File: src/rtl/seg7_scan_if.sv
// Bundle of display-side signals between the value source and the scanner.
// The master modport belongs to whoever supplies the value and the scan controls;
// the slave modport belongs to the scanner.
//   value_in  : DIGITS nibbles; nibble k is digit k, and digit 0 is least significant
//   load_in   : one-cycle strobe that captures value_in into the shadow register
//   en_in     : scan enable (low = display dark)
//   lzb_in    : leading-zero blanking enable
//   num_out   : nibble for the current digit, sent to the 7-segment decoder
//   dig_out   : active-low digit selects; at most one is low at any time
//   blank_out : high = current digit suppressed
//   tick_out  : one-cycle pulse on every DRIVE entry
interface seg7_scan_if #(
  parameter int unsigned DIGITS = 4
) ();
  logic [4*DIGITS-1:0] value_in;
  logic                load_in;
  logic                en_in;
  logic                lzb_in;
  logic [3:0]          num_out;
  logic [DIGITS-1:0]   dig_out;
  logic                blank_out;
  logic                tick_out;

  modport master (
    output value_in, load_in, en_in, lzb_in,
    input  num_out, dig_out, blank_out, tick_out
  );

  modport slave (
    input  value_in, load_in, en_in, lzb_in,
    output num_out, dig_out, blank_out, tick_out
  );
endinterface

File: src/rtl/seg7_scan.sv
// Multiplexed 7-segment scanner. The scanner shows one digit at a time from a
// shadowed display value. Between digits it inserts a dark guard interval.
// It can also blank leading zeros.
//   clk_in : system clock (rising edge)
//   rst_in : asynchronous active-high reset
//   bus    : seg7_scan_if slave (value/load/en/lzb in; num/dig/blank/tick out)
module seg7_scan #(
  parameter int unsigned DIGITS    = 4,
  parameter int unsigned DIV       = 50000,
  parameter int unsigned BLANK_CYC = 16
) (
  input  logic        clk_in,
  input  logic        rst_in,
  seg7_scan_if.slave  bus
);

  localparam int unsigned MAX_C = (DIV > BLANK_CYC) ? DIV : BLANK_CYC;
  localparam int unsigned CNT_W = (MAX_C > 1) ? $clog2(MAX_C) : 1;
  localparam int unsigned IDX_W = (DIGITS > 1) ? $clog2(DIGITS) : 1;
  localparam int unsigned VAL_W = 4 * DIGITS;

  typedef enum logic [1:0] {
    ST_IDLE  = 2'd0,
    ST_GUARD = 2'd1,
    ST_DRIVE = 2'd2
  } state_e;

  state_e             state_q, state_d;
  logic [CNT_W-1:0]   cnt_q, cnt_d;
  logic [IDX_W-1:0]   idx_q, idx_d;
  logic [VAL_W-1:0]   shadow_q, shadow_d;
  logic [3:0]         num_q, num_d;
  logic [DIGITS-1:0]  dig_q, dig_d;
  logic               blank_q, blank_d;
  logic               tick_q, tick_d;

  logic               guard_entry;
  logic [IDX_W-1:0]   entry_idx;
  logic [3:0]         sel_nib;
  logic               upper_nz;

  // Next-state and registered-output logic
  always_comb begin
    state_d     = state_q;
    cnt_d       = cnt_q;
    idx_d       = idx_q;
    num_d       = num_q;
    dig_d       = dig_q;
    blank_d     = blank_q;
    tick_d      = 1'b0;
    shadow_d    = bus.load_in ? bus.value_in : shadow_q;
    guard_entry = 1'b0;
    entry_idx   = idx_q;
    sel_nib     = 4'h0;
    upper_nz    = 1'b0;

    unique case (state_q)
      ST_IDLE: begin
        if (bus.en_in) begin
          state_d     = ST_GUARD;
          guard_entry = 1'b1;
          entry_idx   = '0;
        end
      end
      ST_GUARD: begin
        if (!bus.en_in) begin
          state_d = ST_IDLE;
          dig_d   = '1;
          blank_d = 1'b1;
          idx_d   = '0;
          cnt_d   = '0;
        end else if (cnt_q == CNT_W'(BLANK_CYC - 1)) begin
          state_d = ST_DRIVE;
          cnt_d   = '0;
          tick_d  = 1'b1;
          dig_d   = '1;
          // A blanked digit keeps every select high for the whole slot
          if (!blank_q) begin
            for (int k = 0; k < int'(DIGITS); k++) begin
              if (IDX_W'(k) == idx_q) dig_d[k] = 1'b0;
            end
          end
        end else begin
          cnt_d = cnt_q + CNT_W'(1);
        end
      end
      ST_DRIVE: begin
        if (!bus.en_in) begin
          state_d = ST_IDLE;
          dig_d   = '1;
          blank_d = 1'b1;
          idx_d   = '0;
          cnt_d   = '0;
        end else if (cnt_q == CNT_W'(DIV - 1)) begin
          state_d     = ST_GUARD;
          guard_entry = 1'b1;
          entry_idx   = (idx_q == IDX_W'(DIGITS - 1)) ? '0 : idx_q + IDX_W'(1);
        end else begin
          cnt_d = cnt_q + CNT_W'(1);
        end
      end
      default: begin
        state_d = ST_IDLE;
        dig_d   = '1;
        blank_d = 1'b1;
        idx_d   = '0;
        cnt_d   = '0;
      end
    endcase

    // Nibble and zero test come from shadow_q before this edge's load,
    // so a load that lands on a GUARD entry only takes effect at the next slot
    for (int k = 0; k < int'(DIGITS); k++) begin
      if (IDX_W'(k) == entry_idx) sel_nib = shadow_q[4*k +: 4];
      if (IDX_W'(k) >= entry_idx && shadow_q[4*k +: 4] != 4'h0) upper_nz = 1'b1;
    end

    if (guard_entry) begin
      idx_d   = entry_idx;
      num_d   = sel_nib;
      blank_d = bus.lzb_in && (entry_idx != '0) && !upper_nz;
      dig_d   = '1;
      cnt_d   = '0;
    end
  end

  // State and output registers
  always_ff @(posedge clk_in or posedge rst_in) begin
    if (rst_in) begin
      state_q  <= ST_IDLE;
      cnt_q    <= '0;
      idx_q    <= '0;
      shadow_q <= '0;
      num_q    <= 4'h0;
      dig_q    <= '1;
      blank_q  <= 1'b1;
      tick_q   <= 1'b0;
    end else begin
      state_q  <= state_d;
      cnt_q    <= cnt_d;
      idx_q    <= idx_d;
      shadow_q <= shadow_d;
      num_q    <= num_d;
      dig_q    <= dig_d;
      blank_q  <= blank_d;
      tick_q   <= tick_d;
    end
  end

  assign bus.num_out   = num_q;
  assign bus.dig_out   = dig_q;
  assign bus.blank_out = blank_q;
  assign bus.tick_out  = tick_q;

endmodule

File: src/flat_wrapper.sv
// flat-port wrapper written by rule: the top's interface ports become plain ports
module seg7_scan_flat 
#(
  parameter int unsigned DIGITS    = 4,
  parameter int unsigned DIV       = 50000,
  parameter int unsigned BLANK_CYC = 16
)
  (clk_in, rst_in, bus_value_in, bus_load_in, bus_en_in, bus_lzb_in, bus_num_out, bus_dig_out, bus_blank_out, bus_tick_out);
  seg7_scan_if #(.DIGITS(DIGITS)) bus_i ();
  input  logic clk_in;
  input  logic rst_in;
  input wire logic [$bits(bus_i.value_in)-1:0] bus_value_in;
  input wire logic [$bits(bus_i.load_in)-1:0] bus_load_in;
  input wire logic [$bits(bus_i.en_in)-1:0] bus_en_in;
  input wire logic [$bits(bus_i.lzb_in)-1:0] bus_lzb_in;
  output wire logic [$bits(bus_i.num_out)-1:0] bus_num_out;
  output wire logic [$bits(bus_i.dig_out)-1:0] bus_dig_out;
  output wire logic [$bits(bus_i.blank_out)-1:0] bus_blank_out;
  output wire logic [$bits(bus_i.tick_out)-1:0] bus_tick_out;
  assign bus_i.value_in = bus_value_in;
  assign bus_i.load_in = bus_load_in;
  assign bus_i.en_in = bus_en_in;
  assign bus_i.lzb_in = bus_lzb_in;
  assign bus_num_out = bus_i.num_out;
  assign bus_dig_out = bus_i.dig_out;
  assign bus_blank_out = bus_i.blank_out;
  assign bus_tick_out = bus_i.tick_out;
  seg7_scan #(.DIGITS(DIGITS), .DIV(DIV), .BLANK_CYC(BLANK_CYC)) u_core (.clk_in(clk_in), .rst_in(rst_in), .bus(bus_i));
endmodule
File: config.mk
export PLATFORM = sky130hd
export DESIGN_NAME = seg7_scan_flat
export DESIGN_NICKNAME = d
export VERILOG_FILES = /design/src/rtl/seg7_scan_if.sv /design/src/rtl/seg7_scan.sv /design/src/flat_wrapper.sv
export SDC_FILE = /design/constraint.sdc
export NUM_CORES = 1
export LEC_CHECK = 0
export CAP_MARGIN = 30
export CORE_MARGIN = 4
export CORE_UTILIZATION = 43
export CTS_CLUSTER_DIAMETER = 100
export CTS_CLUSTER_SIZE = 12
export DETAILED_ROUTE_END_ITERATION = 7
export SLEW_MARGIN = 20
export SYNTH_ARGS = -nofsm -noshare
export SYNTH_HDL_FRONTEND = slang
export SYNTH_SLANG_ARGS = --single-unit
File: constraint.sdc
create_clock -name clk_in -period 5.4 [get_ports clk_in]
set_clock_uncertainty 0.2 [all_clocks]
set_input_delay 0.81 -clock clk_in [delete_from_list [all_inputs] [get_ports clk_in]]
set_output_delay 0.81 -clock clk_in [all_outputs]
set_load 0.02 [all_outputs]
# Yosys cells after proc, flatten, opt, wreduce, memory -nomap -nowiden
# Index checks and enable logic that the tools add are counted.
[classes]
addsub = 2
n_lt_le_gt_ge = 4
eq_ne = 19
mux = 48
n_reduce_logical = 20
[ops]
columns = ["operator", "count"]
rows = [
  ["$mux W16", 5],
  ["$pmux W16 S3", 1],
  ["$mux W4", 9],
  ["$mux W2", 11],
  ["$add A16 B1 Y16 const B", 1],
  ["$eq A16 B16 Y1 const B", 1],
  ["$eq A16 B4 Y1 const B", 1],
  ["$mux W1", 16],
  ["$reduce_bool A4 Y1", 4],
  ["$ne A3 B2 Y1 const B", 4],
  ["$pmux W4 S3", 1],
  ["$eq A2 B2 Y1 const A", 4],
  ["$pmux W2 S2", 2],
  ["$logic_and A1 B1 Y1", 6],
  ["$logic_not A2 Y1", 3],
  ["$pmux W2 S3", 1],
  ["$reduce_and A3 Y1", 2],
  ["$eq A1 B2 Y1 const A", 2],
  ["$eq A2 B2 Y1 const B", 2],
  ["$ge A1 B2 Y1 const A", 2],
  ["$ge A2 B2 Y1 const A", 2],
  ["$ne A4 B2 Y1 const B", 1],
  ["$ne A4 B3 Y1 const B", 1],
  ["$pmux W1 S2", 2],
  ["8 further kinds", 9],
]
[word_totals]
ff_bits = 46
inputBits = 21
output_inout_bits = 10
wordCells = 101

# Depth between registers and ports, before layout
[logic_depth]
depth_word = 14
mapped_depth = 9
ltp_nobuf = 8

# Least setup slack after synthesis
# Ideal clock, no wire load.
[synth_path]
path_kind = "input-to-reg"
startpoint = "in bus_en_in"
endpoint = "reg u_core.cnt_q[13]"
setup_time_ps = 121
arrival_ps = 2224
required_ps = 5079
slack_ps = 2854
path_stages = 8
path_buffers = 2
path_cell_list = "clkbuf_2 nor2b_1 clkbuf_1 nor4_1 and4_1 and3_1 xnor2_1 nor2_1"
[synth_via]
elab_chain_cells = 4
word_cells_on_any_way = 10
classes_between = "eq/ne: 2; mux: 7; reduce/logical: 1"
[synth_lines]
columns = ["item", "line", "rtl"]
rows = [
  ["start: declaration", "flat_wrapper.sv:14", "input wire logic [$bits(bus_i.en_in)-1:0] bus_en_in;"],
  ["$mux W1, on equally long branches", "seg7_scan.sv:88, seg7_scan.sv:59", ""],
  ["$pmux W1 S2", "seg7_scan.sv:57", "unique case (state_q)"],
  ["$ne A4 B3 Y1 (no line) or $ne A2 B1 Y1 (tied branches)", "-", ""],
  ["$reduce_and A2 Y1 (no line)", "-", ""],
  ["end signal: assignment", "seg7_scan.sv:140", "cnt_q <= cnt_d;"],
  ["end: declaration", "seg7_scan.sv:29", "logic [CNT_W-1:0] cnt_q, cnt_d;"],
]
# Several ways; a longest one is shown, not always the timed one.
# A chain may end at the register's enable or synchronous reset.

# Worst setup path after layout
[layout_path]
startpoint = "reg u_core.cnt_q[5]"
endpoint = "reg u_core.num_q[0] (netlist: u_core.bus.num_out[0])"
[layout_via]
elab_chain_cells = 9
word_cells_on_any_way = 15
classes_between = "eq/ne: 4; mux: 10; reduce/logical: 1"
[layout_lines]
columns = ["item", "line", "rtl"]
rows = [
  ["$eq A16 B16 Y1 *", "seg7_scan.sv:94", "end else if (cnt_q == CNT_W'(DIV - 1)) begin"],
  ["$mux W2", "seg7_scan.sv:94", ""],
  ["$mux W2", "seg7_scan.sv:88", "if (!bus.en_in) begin"],
  ["$pmux W2 S2", "seg7_scan.sv:57", ""],
  ["$logic_not A2 Y1", "seg7_scan.sv:114", "if (IDX_W'(k) == entry_idx) sel_nib = shadow_q[4*k +: 4];"],
  ["$mux W4 (4 in series)", "seg7_scan.sv:114", ""],
  ["end signal: assignment", "seg7_scan.sv:143", "num_q <= num_d;"],
  ["end: declaration", "seg7_scan.sv:32", "logic [3:0] num_q, num_d;"],
]
# Mark *: on every way between the ends. The rest lies on a longest branch, timed or not.

==> impl_metrics.env <==
export IMPL_cts_sinks=46
export IMPL_ys_top_cells_by_area="dfrtp_1 (42%), mux2_2 (7.5%), dfstp_2 (5.4%)"
export IMPL_core_area_mm2=0.005473
export IMPL_synth_cell_type_count=49
export IMPL_cts_repair_resize_count=0
export IMPL_seq_area_mm2=0.001157
export IMPL_syn_nets=257
export IMPL_cts_hold_buffers=0
export IMPL_layout_commonest_cell="dfrtp_1"
export IMPL_final_cell_mix="dfrtp_1 (41), clkdlybuf4s50_1 (30), nor2_1 (28)"
export IMPL_syn_inst=227
export IMPL_fin_hold_ws_ps=301.7
export IMPL_final_setup_viol_count=0
export IMPL_start_util=0.4412
export IMPL_cp_arrival_ps=2840
export IMPL_drv_cap=0
export IMPL_fin_nets=289
export IMPL_p_leak_nw=1.252
export IMPL_die_y_um=82.94
export IMPL_netlist_area_leader_share=0.4249
export IMPL_crit_required_ps=5390
export IMPL_peakVddDrop_mv=0.1462
export IMPL_grt_pass1_wl_um=8832
export IMPL_rrSetupSlack_ps=2550
export IMPL_track_usage=0.1555
export IMPL_drc=0
export IMPL_cts_made_buffers=5
export IMPL_max_slew_margin=0.5253
export IMPL_hold_class="register to register"
export IMPL_root_buffer="clkbuf_8"
export IMPL_finalSetupTns_ps=0
export IMPL_rows=27
export IMPL_grt_pass1_vias=1828
export IMPL_worst_slew_pin_slew_ps=705.5
export IMPL_cp_num_buf_inv=0
export IMPL_htreeDepth=2
export IMPL_crit_start="u_core.cnt_q[5]"
export IMPL_antenna_found_initial=0
export IMPL_finalHoldViolations=0
export IMPL_dpl_hpwl_um=3773
export IMPL_place_gp_congestion=0.7970
export IMPL_viasPerCell=5.398
export IMPL_finalCritPeriodShare=0.5282
export IMPL_insertion_delay_ps=300
export IMPL_ys_seq_area_frac=0.4793
export IMPL_crit_end="u_core.bus.num_out[0]"
export IMPL_cts_setup_buffers=0
export IMPL_fmax_mhz=350.6
export IMPL_crit_slowest_cell="or4_4"
export IMPL_synth_top_flop_cell="dfrtp_1"
export IMPL_reg2regPathDepth=6
export IMPL_drive_above_1_share=0.1538
export IMPL_synth_top_area_cell="dfrtp_1"
export IMPL_cpPeakStageDelay_ps=600
export IMPL_postSynth_asyncResetShare=1.000
export IMPL_drtPass1Iterations=4
export IMPL_yosys_warnings=0
export IMPL_drt_wl_total_um=4976
export IMPL_post_layout_nonfiller_instances=332
export IMPL_cts_buffer_depth=2
export IMPL_diodes=0
export IMPL_grt_setup_unrepaired="no"
export IMPL_gr_total_overflow=0
export IMPL_dp_cells=324
export IMPL_clk_pin_slew_ps=90
export IMPL_fin_crit_ps=2852
export IMPL_grt_max_degree=30
export IMPL_port_buffers=30
export IMPL_num_io_pins=31
export IMPL_dieArea_mm2=0.006879
export IMPL_worstPathCellList="or4_4 -> nor4_4 -> o311ai_1 -> o21ai_2 -> mux2i_1 -> a221oi_1"
export IMPL_crit_cells=6
export IMPL_r2r_end="u_core.bus.num_out[0]"
export IMPL_via_count=1792
export IMPL_synth_enable_flop_cells=0
export IMPL_chipWidth_um=82.94
export IMPL_crit_fanout=11
export IMPL_wire_per_inst_um=14.99
export IMPL_powerDensity_mw_per_mm2=353.4
export IMPL_ant_nets=0
export IMPL_timing_rr_start="u_core.cnt_q[5]"
export IMPL_cp_end_kind="register"
export IMPL_drt_iter0_drc=68
export IMPL_synth_seq_cells=46
export IMPL_crit_family="simple AND/OR/NAND/NOR gates"
export IMPL_critical_path_class="register to register"
export IMPL_netlist_area_mm2=0.002415
export IMPL_n_fill_cell=517
export IMPL_status="finished, final reports clean"
export IMPL_cts_tree="done"
export IMPL_synthToLayoutAreaGrowth_pct=21.19
export IMPL_avgSynthCellArea_um2=10.64
export IMPL_multiInputGateArea_mm2=0.001190
export IMPL_crit_path_start_kind="register"
export IMPL_drv_slew=0
## layout make-up
| type | count | area share |
|---|---|---|
| clock buffer | 6 | 0.02822 |
| clock inverter | 2 | 0.02052 |
| inverter | 7 | 0.008978 |
| multi-input combinational | 168 | 0.4066 |
| sequential | 46 | 0.3955 |
| tap | 72 | 0.03078 |
| timing repair buffer | 31 | 0.1094 |
## synthesized netlist by cell type (all sizes together), types with 2 or more instances
cell type,instances
o31ai,2
o21ai,10
or4,4
dfstp,5
a21oi,4
and2,4
a221oi,4
a21o,2
xor2,5
inv,7
nand4,3
ha,9
clkbuf,3
a31oi,5
nand2,22
mux2,16
nor3b,2
nor4,5
and3,4
and4,2
buf,3
dfrtp,41
mux2i,8
nor3,4
nor2,28
xnor2,5
nand3,7
## flip-flops by register name (all words and copies together), names as in the netlist
register and count:
u_core.bus.num_out 4, u_core.shadow_q 16, u_core.bus.blank_out 1, u_core.idx_q 2
u_core.cnt_q 16, u_core.bus.tick_out 1, u_core.state_q 2, u_core.bus.dig_out 4
## worst reg2reg max path: stages, from the launching register on
cell and delay (ps):
dfrtp_1 440, or4_4 600, nor4_4 510, o311ai_1 210
o21ai_2 290, mux2i_1 180, a221oi_1 320
## kinds of logic after synthesis
| logic type | synth area share |
|---|---|
| flip-flops | 0.4793 |
| buffers and inverters | 0.02798 |
| AND/OR/NAND/NOR | 0.1933 |
| AO/OA/AOI/OAI | 0.1088 |
| adder cells (fa/ha/maj) | 0.04663 |
| multiplexers | 0.1078 |
| XOR/XNOR | 0.03627 |
## report_power, final
part / internal (W) / switching (W) / leakage, nW
Sequential: 0.000393 / 0.0000347 / 0.574
Combinational: 0.000123 / 0.000167 / 0.606
Clock: 0.000197 / 0.000119 / 0.0714
## through the flow
stage	total power, W	worst slack (ps)	utilization	instance area [µm²]
6_report	0.001034	2548	0.5348	2927
5_1_grt	0.001102	2302	0.5348	2927
3_3_place_gp	0.0007247	2302	0.5050	2764
4_1_cts	0.001048	2533	0.5348	2927
3_5_place_dp	0.0007268	2247	0.5087	2784
2_1_floorplan	0.0006196	2854	-	2415
## worst min path at each step
stage	start	endpoint	slack [ps]	cells after the start
global route	u_core.bus.dig_out[0]	u_core.bus.dig_out[0]	340	2
floorplan	u_core.cnt_q[1]	u_core.cnt_q[1]	270	2
detailed placement	u_core.bus.dig_out[3]	u_core.bus.dig_out[3]	290	2
global placement	u_core.bus.dig_out[3]	u_core.bus.dig_out[3]	290	2
finish	u_core.bus.dig_out[3]	u_core.bus.dig_out[3]	300	2
CTS	u_core.bus.dig_out[3]	u_core.bus.dig_out[3]	310	2
## per-layer routing
| layer | wire length [µm] | global-route usage | vias to the layer above |
|---|---|---|---|
| met2 | 2330 | 0.2515 | 23 |
| met4 | 74 | 0.04903 | 0 |
| met3 | 128 | 0.03274 | 7 |
| li1 | - | - | 880 |
| met5 | 0 | 0 | - |
| met1 | 2441 | 0.2090 | 882 |
No activity file was read; power rests on OpenSTA's default activity.
==> variant: new RTL, same flow settings <==
Reset style: synchronous (`rst_in`), changed in one clocked block. Comments in the files are not updated.
--- a/src/rtl/seg7_scan.sv
+++ b/src/rtl/seg7_scan.sv
@@ -127,3 +127,3 @@
   // State and output registers
-  always_ff @(posedge clk_in or posedge rst_in) begin
+  always_ff @(posedge clk_in) begin
     if (rst_in) begin
Function: differs if rst_in is asserted again (counterexample within 4 cycles, from zero or initial values and one cycle with rst_in high); with rst_in held inactive, the same outputs for 10 cycles.
==> variant against the original RTL <==
- worst hold slack got worse by 0.040 ns
- synthesized area is 1.1% lower
- utilization grew 0.25 points
- register-to-register slack got worse by 0.45 ns
- non-clock buffer count down 1
- worst setup slack got worse by 0.50 ns
- routed wire length increased by 8.0%
- sequential cell count did not move
- cell area shrank 3.8%
- largest cell class unchanged
Power is not compared: it rests on default switching activity, and its combinational part moved more than twofold at a synthesized area within 25%.
==> variant: results (changes against the original RTL) <==
Status
  • Status: finished clean (unchanged)

Critical path
  • Worst reg-to-reg path cell count: 6 (unchanged)
  • Slowest cell on crit path: clkdlybuf4s50_1 (was or4_4)
  • RR Startpoint: u_core.cnt_q[4] (was u_core.cnt_q[5])
  • Worst path arrival time: 3.30 ns (was 2.84 ns)
  • Reg-to-reg slack, setup: 2.10 ns (was 2.55 ns)
  • Max incr delay on CP: 0.64 ns (was 0.60 ns)
  • Worst Setup SP: bus_en_in (was u_core.cnt_q[5])
  • Crit-path max FO: 13 (was 11)
  • Critical Path Sink: u_core.cnt_q[12] (was u_core.bus.num_out[0])

Yosys
  • Post-synth cell types: 51 (was 49)
  • Synth Area in Adders: 4.717% (was 4.663%)
  • Post-Synth XOR/XNOR Area: 4.036% (was 3.627%)
  • Mapped Cells: 285 (was 227)
  • Sequential cell area fraction in the yosys report: 38.57% (was 47.93%)
  • Synth cell count leaders: dfxtp_1 (46), nor2_1 (44), nand2_1 (32), mux2i_1 (22), nand3_1 (13) (was dfrtp_1 (41), nor2_1 (28), nand2_1 (22), mux2_2 (16), ha_1 (9))
  • Main area contributors after synthesis: dfxtp_1 (39%), mux2i_1 (9.2%), nor2_1 (6.9%) (was dfrtp_1 (42%), mux2_2 (7.5%), dfstp_2 (5.4%))
  • Post-synth ARST share: 0% (was 100.0%)
  • Compound-Gate Fraction of Synth Area: 14.31% (was 10.88%)
  • Syn nets: 315 (was 257)
  • Portion of netlist area occupied by mux cells: 9.224% (was 10.78%)

Clocking
  • Clk root buf: clkbuf_8 (unchanged)

Placed design
  • Post-DP Area: 2723 µm² (was 2784 µm²)
  • Post-detail-place hpwl: 3945 µm (was 3773 µm)
  • Dpl ws: 1.736 ns (was 2.247 ns)
  • Gp weighted congestion: 0.8110 (was 0.7970)
  • Placed cells: 373 (was 324)

Detailed routing
  • Detailed-route via count: 2090 (was 1792)
  • DRT Wirelength: 5374 µm (was 4976 µm)
  • Initial drt markers: 268 (was 68)

STA
  • Fin crit share: 62.13% (was 52.82%)
  • Tightest Pin Transition: 0.9309 ns (was 0.7055 ns)

Cells and area
  • Non-Filler Instances: 381 (was 332)
  • NonClk Buf Share: 10.67% (was 10.94%)
  • Reg area: 920.9 µm² (was 1157 µm²)
  • Area added between synthesis and finish: 17.87% (was 21.19%)
  • Signal buffers: 30 (was 31)
  • Fraction of area in multi-input gates: 49.31% (was 40.66%)
  • Clock buf count: 7 (was 6)
  • Multi-In Gates: 220 (was 168)
  • Clock-cell share: 3.246% (was 4.874%)
  • Fin nets: 340 (was 289)
  • Fill cells: 506 (was 517)
  • Layout cells sized above 1: 6.109% (was 15.38%)

Global route
  • GRT Total Usage: 17.09% (was 15.55%)
  • Number of global-route vias before repair: 1835 (was 1828)
  • Largest net degree at the start of global routing: 24 (was 30)
  • Antenna violations before repair: 0 (unchanged)
  • First-pass GRT wire length: 8990 µm (was 8832 µm)

Power
  • Max IR drop VDD: 0.0001639 V
  • Combinational power: 139 µW
  • Leakage: 1.051 nW
  • Register share of total power: 50.7%
  • Combinational power share: 19.3%

Die
  • Die X: 82.51 µm (was 82.94 µm)
[variant: per-layer routing]
metal | up-vias | GRT usage [%] | part of all wire, %
met3 | 7 | 4.230 | 5.7
met4 | 0 | 4.248 | 0.97
met5 | - | 0 | 0
met2 | 61 | 23.96 | 42
met1 | 958 | 25.88 | 51
li1 | 1064 | - | -
[variant: worst min path at each step]
stage | startpoint | endpoint | slack (ns) | cells after the start
floorplan | u_core.cnt_q[1] | u_core.cnt_q[1] | 0.24 | 2
global placement | u_core.bus.num_out[2] | u_core.bus.num_out[2] | 0.25 | 2
detailed placement | u_core.bus.num_out[2] | u_core.bus.num_out[2] | 0.26 | 2
CTS | u_core.bus.num_out[2] | u_core.bus.num_out[2] | 0.27 | 2
global route | u_core.bus.num_out[2] | u_core.bus.num_out[2] | 0.28 | 2
finish | u_core.bus.num_out[2] | u_core.bus.num_out[2] | 0.26 | 2
[variant: worst min-delay path, cell delays in order (launching register included)]
cell	delay, ns
dfxtp_1	0.32
nand2_1	0.05
o21ai_1	0.05
